`config.mk`:
```
export PLATFORM = sky130hd
export DESIGN_NAME = adcavg
export DESIGN_NICKNAME = d
export VERILOG_FILES = /design/src/rtl/adcavg.sv
export SDC_FILE = /design/constraint.sdc
export NUM_CORES = 1
export LEC_CHECK = 0
export CORE_UTILIZATION = 46
export CTS_CLUSTER_DIAMETER = 40
export DETAILED_ROUTE_END_ITERATION = 6
export PLACE_DENSITY = 0.78
export SYNTH_ARGS = -nofsm -noshare
export SYNTH_HDL_FRONTEND = slang
export SYNTH_SLANG_ARGS = --single-unit
```
`constraint.sdc`:
```
create_clock -name clk -period 2.2 [get_ports clk]
set_input_delay 0.33 -clock clk [delete_from_list [all_inputs] [get_ports clk]]
set_output_delay 0.33 -clock clk [all_outputs]
set_load 0.01 [all_outputs]
```
`src/rtl/adcavg.sv`:
```
// Windowed averager for converter reports: averages 1/4/16/64 samples of one channel,
// classifies the mean against HI/LO thresholds and raises W1C status/interrupt.
// Optional min/max peak tracking is built in when ADCAVG_PEAK_EN is defined.
module adcavg #(
    parameter int BIT_PTR = 5
) (
    input  logic               clk,
    input  logic               arst,
    input  logic               rpt_vld,
    input  logic [BIT_PTR-1:0] rpt_ch,
    input  logic [9:0]         rpt_v,
    input  logic [3:0]         r_wr,
    input  logic [7:0]         r_wdat,
    output logic [7:0]         o_avctl,
    output logic [7:0]         o_thh,
    output logic [7:0]         o_thl,
    output logic [9:0]         o_avg,
    output logic               o_avg_vld,
    output logic [1:0]         o_zone,
    output logic [7:0]         o_sta,
    output logic               o_busy,
    output logic               o_intr,
    output logic [15:0]        o_peak
);

    typedef enum logic [1:0] {
        IDLE = 2'd0,
        ACC  = 2'd1,
        EVAL = 2'd2
    } state_t;

    localparam logic [1:0] Z_MID   = 2'b00;
    localparam logic [1:0] Z_BELOW = 2'b01;
    localparam logic [1:0] Z_ABOVE = 2'b10;

    // Truncating divide by 4**nsel.
    function automatic logic [9:0] mean_of(input logic [15:0] acc, input logic [1:0] nsel);
        logic [9:0] m;
        case (nsel)
            2'd0:    m = acc[9:0];
            2'd1:    m = acc[11:2];
            2'd2:    m = acc[13:4];
            default: m = acc[15:6];
        endcase
        return m;
    endfunction

    // Above has priority so an inverted threshold pair still classifies deterministically.
    function automatic logic [1:0] classify(input logic [7:0] a8, input logic [7:0] thh,
                                            input logic [7:0] thl);
        logic [1:0] z;
        if (a8 > thh)      z = Z_ABOVE;
        else if (a8 < thl) z = Z_BELOW;
        else               z = Z_MID;
        return z;
    endfunction

    state_t       state_q, state_d;
    logic [7:0]   avctl_q, avctl_d;
    logic [7:0]   thh_q, thh_d;
    logic [7:0]   thl_q, thl_d;
    logic [9:0]   avg_q, avg_d;
    logic [1:0]   zone_q, zone_d;
    logic [3:0]   sta_q, sta_d;
    logic         avg_vld_q, avg_vld_d;
    logic [15:0]  acc_q, acc_d;
    logic [5:0]   cnt_q, cnt_d;

    logic [BIT_PTR-1:0] sel_ch;
    logic [1:0]   nsel;
    logic         accept;
    logic [6:0]   n_target;
    logic [6:0]   cnt_next;
    logic [9:0]   avg_new;
    logic [1:0]   zone_new;
    logic         up_evt, dn_evt;
    logic [3:0]   sta_set;
    logic         publish, win_open, smp_take;

    assign sel_ch   = BIT_PTR'(avctl_q[4:0]);
    assign nsel     = avctl_q[6:5];
    assign accept   = rpt_vld && (rpt_ch == sel_ch) && avctl_q[7];
    assign n_target = 7'd1 << {nsel, 1'b0};
    assign cnt_next = {1'b0, cnt_q} + 7'd1;
    assign avg_new  = mean_of(acc_q, nsel);
    assign zone_new = classify(avg_new[9:2], thh_q, thl_q);
    assign up_evt   = (zone_new == Z_ABOVE) && (zone_q != Z_ABOVE);
    assign dn_evt   = (zone_new == Z_BELOW) && (zone_q != Z_BELOW);

    // A control write pre-empts both the publish and any sample in the same cycle.
    assign publish  = (state_q == EVAL) && !r_wr[0];
    assign win_open = (state_q == EVAL) || r_wr[0];
    assign smp_take = accept && !r_wr[0] && (state_q != IDLE);

    always_comb begin
        state_d   = state_q;
        avctl_d   = avctl_q;
        thh_d     = thh_q;
        thl_d     = thl_q;
        avg_d     = avg_q;
        zone_d    = zone_q;
        avg_vld_d = 1'b0;
        acc_d     = acc_q;
        cnt_d     = cnt_q;
        sta_set   = 4'h0;

        case (state_q)
            IDLE: begin
                acc_d = '0;
                cnt_d = '0;
            end
            ACC: begin
                if (accept) begin
                    acc_d = acc_q + 16'(rpt_v);
                    cnt_d = cnt_q + 6'd1;
                    if (cnt_next == n_target) state_d = EVAL;
                end
            end
            EVAL: begin
                avg_d     = avg_new;
                zone_d    = zone_new;
                avg_vld_d = 1'b1;
                sta_set   = {sta_q[0], dn_evt, up_evt, 1'b1};
                state_d   = ACC;
                if (accept) begin
                    acc_d = 16'(rpt_v);
                    cnt_d = 6'd1;
                    if (n_target == 7'd1) state_d = EVAL;
                end else begin
                    acc_d = '0;
                    cnt_d = '0;
                end
            end
            default: state_d = IDLE;
        endcase

        if (r_wr[0]) begin
            avctl_d   = r_wdat;
            acc_d     = '0;
            cnt_d     = '0;
            state_d   = r_wdat[7] ? ACC : IDLE;
            avg_d     = avg_q;
            zone_d    = zone_q;
            avg_vld_d = 1'b0;
            sta_set   = 4'h0;
        end
        if (r_wr[1]) thh_d = r_wdat;
        if (r_wr[2]) thl_d = r_wdat;

        sta_d = (sta_q & ~(r_wr[3] ? r_wdat[3:0] : 4'h0)) | sta_set;
    end

    always_ff @(posedge clk or posedge arst) begin
        if (arst) begin
            state_q   <= IDLE;
            avctl_q   <= '0;
            thh_q     <= '0;
            thl_q     <= '0;
            avg_q     <= '0;
            zone_q    <= '0;
            sta_q     <= '0;
            avg_vld_q <= 1'b0;
            acc_q     <= '0;
            cnt_q     <= '0;
        end else begin
            state_q   <= state_d;
            avctl_q   <= avctl_d;
            thh_q     <= thh_d;
            thl_q     <= thl_d;
            avg_q     <= avg_d;
            zone_q    <= zone_d;
            sta_q     <= sta_d;
            avg_vld_q <= avg_vld_d;
            acc_q     <= acc_d;
            cnt_q     <= cnt_d;
        end
    end

`ifdef ADCAVG_PEAK_EN
    logic [7:0]  mn_q, mn_d, mx_q, mx_d;
    logic [15:0] peak_q, peak_d;
    logic [7:0]  mn_b, mx_b, s8;

    always_comb begin
        s8     = rpt_v[9:2];
        mn_b   = win_open ? 8'hff : mn_q;
        mx_b   = win_open ? 8'h00 : mx_q;
        mn_d   = (smp_take && (s8 < mn_b)) ? s8 : mn_b;
        mx_d   = (smp_take && (s8 > mx_b)) ? s8 : mx_b;
        peak_d = publish ? {mx_q, mn_q} : peak_q;
    end

    always_ff @(posedge clk or posedge arst) begin
        if (arst) begin
            mn_q   <= 8'hff;
            mx_q   <= 8'h00;
            peak_q <= 16'h00ff;
        end else begin
            mn_q   <= mn_d;
            mx_q   <= mx_d;
            peak_q <= peak_d;
        end
    end

    assign o_peak = peak_q;
`else
    logic unused_peak;
    assign unused_peak = publish ^ win_open ^ smp_take;
    assign o_peak      = 16'h0000;
`endif

    assign o_avctl   = avctl_q;
    assign o_thh     = thh_q;
    assign o_thl     = thl_q;
    assign o_avg     = avg_q;
    assign o_avg_vld = avg_vld_q;
    assign o_zone    = zone_q;
    assign o_sta     = {4'h0, sta_q};
    assign o_busy    = (state_q != IDLE);
    assign o_intr    = |sta_q;

endmodule

```
==> impl_metrics.ini <==
[power_and_ir_drop]
p_leak_nw = 2.73
peakVddDrop_v = 0.000278
p_seq_share_pct = 39.1
p_sw_share_pct = 28.1
power_density_nw_per_um2 = 599
power_switching_w = 0.000963
p_int_w = 0.00246
power_frac_comb_pct = 24.4
clkPwrFrac_pct = 36.6

[worst_setup_path]
slowest_stage = dfrtp_1
critical_path_required_ns = 2.42
worstPathArrival_ns = 2.63
reg2reg_depth = 11
end_kind = flip-flop
slowest_delay_ns = 0.40
crit_chain = buf_12, buf_4, mux2i_2, mux2i_1, buf_4, ha_1, nand4_1, a21oi_1, o22a_1, nand3b_1, o21ai_1
cp-start-kind = flip-flop
worstPathMaxFanout = 8
cp_common_cell = buf_4
critPathKind = reg2reg

[place]
globalplace.congestion = 0.879
io_buffers = 72
dp_slack_ns = -0.513
dp_hpwl_mm = 8.10
dpl_cell_area_sq_um = 5360

[synth]
netlist_instances = 437
ys_ff_latch = 65
yosysMostFrequentCell = dfrtp_1
async_flop_share_pct = 100
synth.area.top_cells = dfrtp_1 (39%), ha_1 (8.8%), mux2_2 (6.3%), o21ai_0 (4.6%), nand2_1 (4.6%)
yosysWarnings = 0
synth-edff-count = 0
ys_seq_area_share_pct = 39.4
synth.top_cells.by_count = dfrtp_1 (65), nand2_1 (50), o21ai_0 (38), ha_1 (29), nor2_1 (28)
netlist.area_leader.share_pct = 39.4
synth_area_per_cell_sq_um = 9.44
synth_top_flop_cell = dfrtp_1
synthDistinctLibCells = 59
yosysTopAreaCell = dfrtp_1
synthesis.area_sq_um = 4120

[sta]
fin_skew_ns = 0.0117
max_freq_mhz = 415
fin_crit_sh_pct = 110
setup_slack_ns = -0.210
rsz0062_at_grt = true
finalHoldViolCount = 0
finalSetupViolCount = 4
slew_violations = 0
fin_crit_ns = 2.41

[status]
failed_checks = setup timing
status = finished, violations left

[drt]
vias = 3706
drt-vias-per-instance = 5.44
drt_first_pass_iters = 4
wl_per_cell_microns = 15.9
drt_iter0_markers = 109
ant_nets = 0
totalWireLength_mm = 10.8
drc = 0

[finish]
diodes = 0
finalInstanceArea_sq_um = 5710
drive_gt1_share_pct = 22.5
final_core_util_pct = 65.5
area_growth_pct = 38.6
layout.nets = 628

[floorplan]
io_pins = 93
initial_core_util_pct = 47.3
fp.dieH_microns = 96.7
dieArea_sq_um = 9350
die_x_microns = 96.7
rows = 34
core_area_sq_um = 8720

[grt]
overflow = 0
antenna_found_initial = 0
globalRouteTotalUtil_pct = 24.1
grt_pass1_wl_mm = 18.2
grt_max_degree = 66
grt_pass1_vias = 3847

[cts]
worstSkewPairLatency_ns = 0.35
cts_sinks = 65
clock_path_buffers = 2
cts_root_buffer = clkbuf_8
cts_hold_buf = 0
cts_tree = built
cts_made_buffers = 9
htreeDepth = 3
path_clk_slew_ns = 0.08

[job]
cap_violations = 0

[hold_path]
hold_path.class = in2reg
hold_depth = 2
==> sequential cells by signal (all words and copies together), names as in the netlist <==
signal and flops:
o_zone 2, state_q 2, o_thh 8, cnt_q 6
acc_q 16, o_avg 10, o_avg_vld 1, sta_q 4
o_avctl 8, o_thl 8
==> per-stage QoR <==
| stage | total power [W] | TNS, ns | std cells | hold slack [ns] |
|---|---|---|---|---|
| after floorplan | 0.00178 | -0.0750 | 456 | 0.437 |
| after global placement | 0.00213 | -4.44 | 662 | 0.472 |
| after detailed placement | 0.00216 | -5.49 | 662 | 0.486 |
| after CTS | 0.00343 | -0.598 | 680 | 0.367 |
| after global routing | 0.00357 | -1.02 | 681 | 0.294 |
| final | 0.00342 | -0.682 | 681 | 0.296 |
==> layout make-up <==
class	instances	area (sq um)
Clock buffer	9	124
Clock inverter	7	118
Fill cell	664	3010
Inverter	24	90.1
Multi-Input combinational cell	330	2360
Sequential cell	65	1630
Tap cell	108	135
Timing Repair Buffer	138	1260
==> final timing paths <==
| kind | from | end | slack (ns) |
|---|---|---|---|
| min in group asynchronous | arst | sta_q[1] | 0.35 |
| max in group asynchronous | arst | acc_q[7] | 1.52 |
| setup / recovery | o_avctl[6] | o_zone[0] | -0.21 |
| setup reg to reg | o_avctl[6] | o_zone[0] | -0.21 |
| hold reg to reg | o_avg[8] | o_avg[8] | 0.51 |
| hold / removal | rpt_v[0] | acc_q[0] | 0.30 |
==> cell families after synthesis <==
logic type | Yosys count | synth area share, %
other cells | 1 | 0.0909
flops | 65 | 39.4
mux | 35 | 9.19
compound gates | 111 | 17.5
xor+xnor | 15 | 3.19
fa+ha+maj | 30 | 9.28
simple gates | 119 | 13.5
buf+inv | 61 | 7.83
==> cells in the final DEF, fill, tap and decap left out, drive strengths merged, types with 3 or more instances in the layout <==
cell type	netlist	routed
xor2	9	9
and3	6	6
o31ai	4	4
nor3	5	5
a221o	8	8
clkbuf	8	9
clkinv	0	3
nor2b	4	4
a31oi	3	3
conb	1	20
dfrtp	65	65
a22oi	3	3
buf	29	66
a21oi	20	20
a211oi	4	4
bufinv	0	3
o21ai	41	41
clkdlybuf4s50	0	71
nand4	3	3
xnor2	6	6
ha	29	29
nor2	28	28
mux2i	12	12
inv	24	25
o21a	3	3
o21bai	3	3
and2	3	3
a22o	3	3
a21o	5	5
nand2	50	50
mux2	23	23
nand3	10	10
==> power groups by stage <==
stage	clock, W	combinational [W]	sequential, W
6_report	0.00125	0.000835	0.00134
4_1_cts	0.00127	0.000826	0.00134
5_1_grt	0.00131	0.000911	0.00135
3_3_place_gp	0	0.000780	0.00135
2_1_floorplan	0	0.000400	0.00138
3_5_place_dp	0	0.000805	0.00136
==> critical path, delay by kind of cell, from the launching register on <==
family                     cells  cell delay (ns)
AOI/OAI and AO/OA              3             0.44
adders and majority gates      1             0.29
buffers and inverters          3             0.46
DFF                            1             0.40
muxes                          2             0.39
and+or+nand+nor                2             0.31
==> timing repair <==
action | CTS | global route
setup buffers | 2 | 1
setup endpoints to repair | 8 | 11
gates resized for setup | 13 | 12
pin swaps | 6 | 6
gates cloned | 0 | 0
==> routing by layer <==
metal	track usage (%)	wire length (microns)
met1	30.3	4710
met2	40.1	5310
met3	4.05	536
met4	11.6	246
met5	0	0
(Power assumes the default switching activity.)
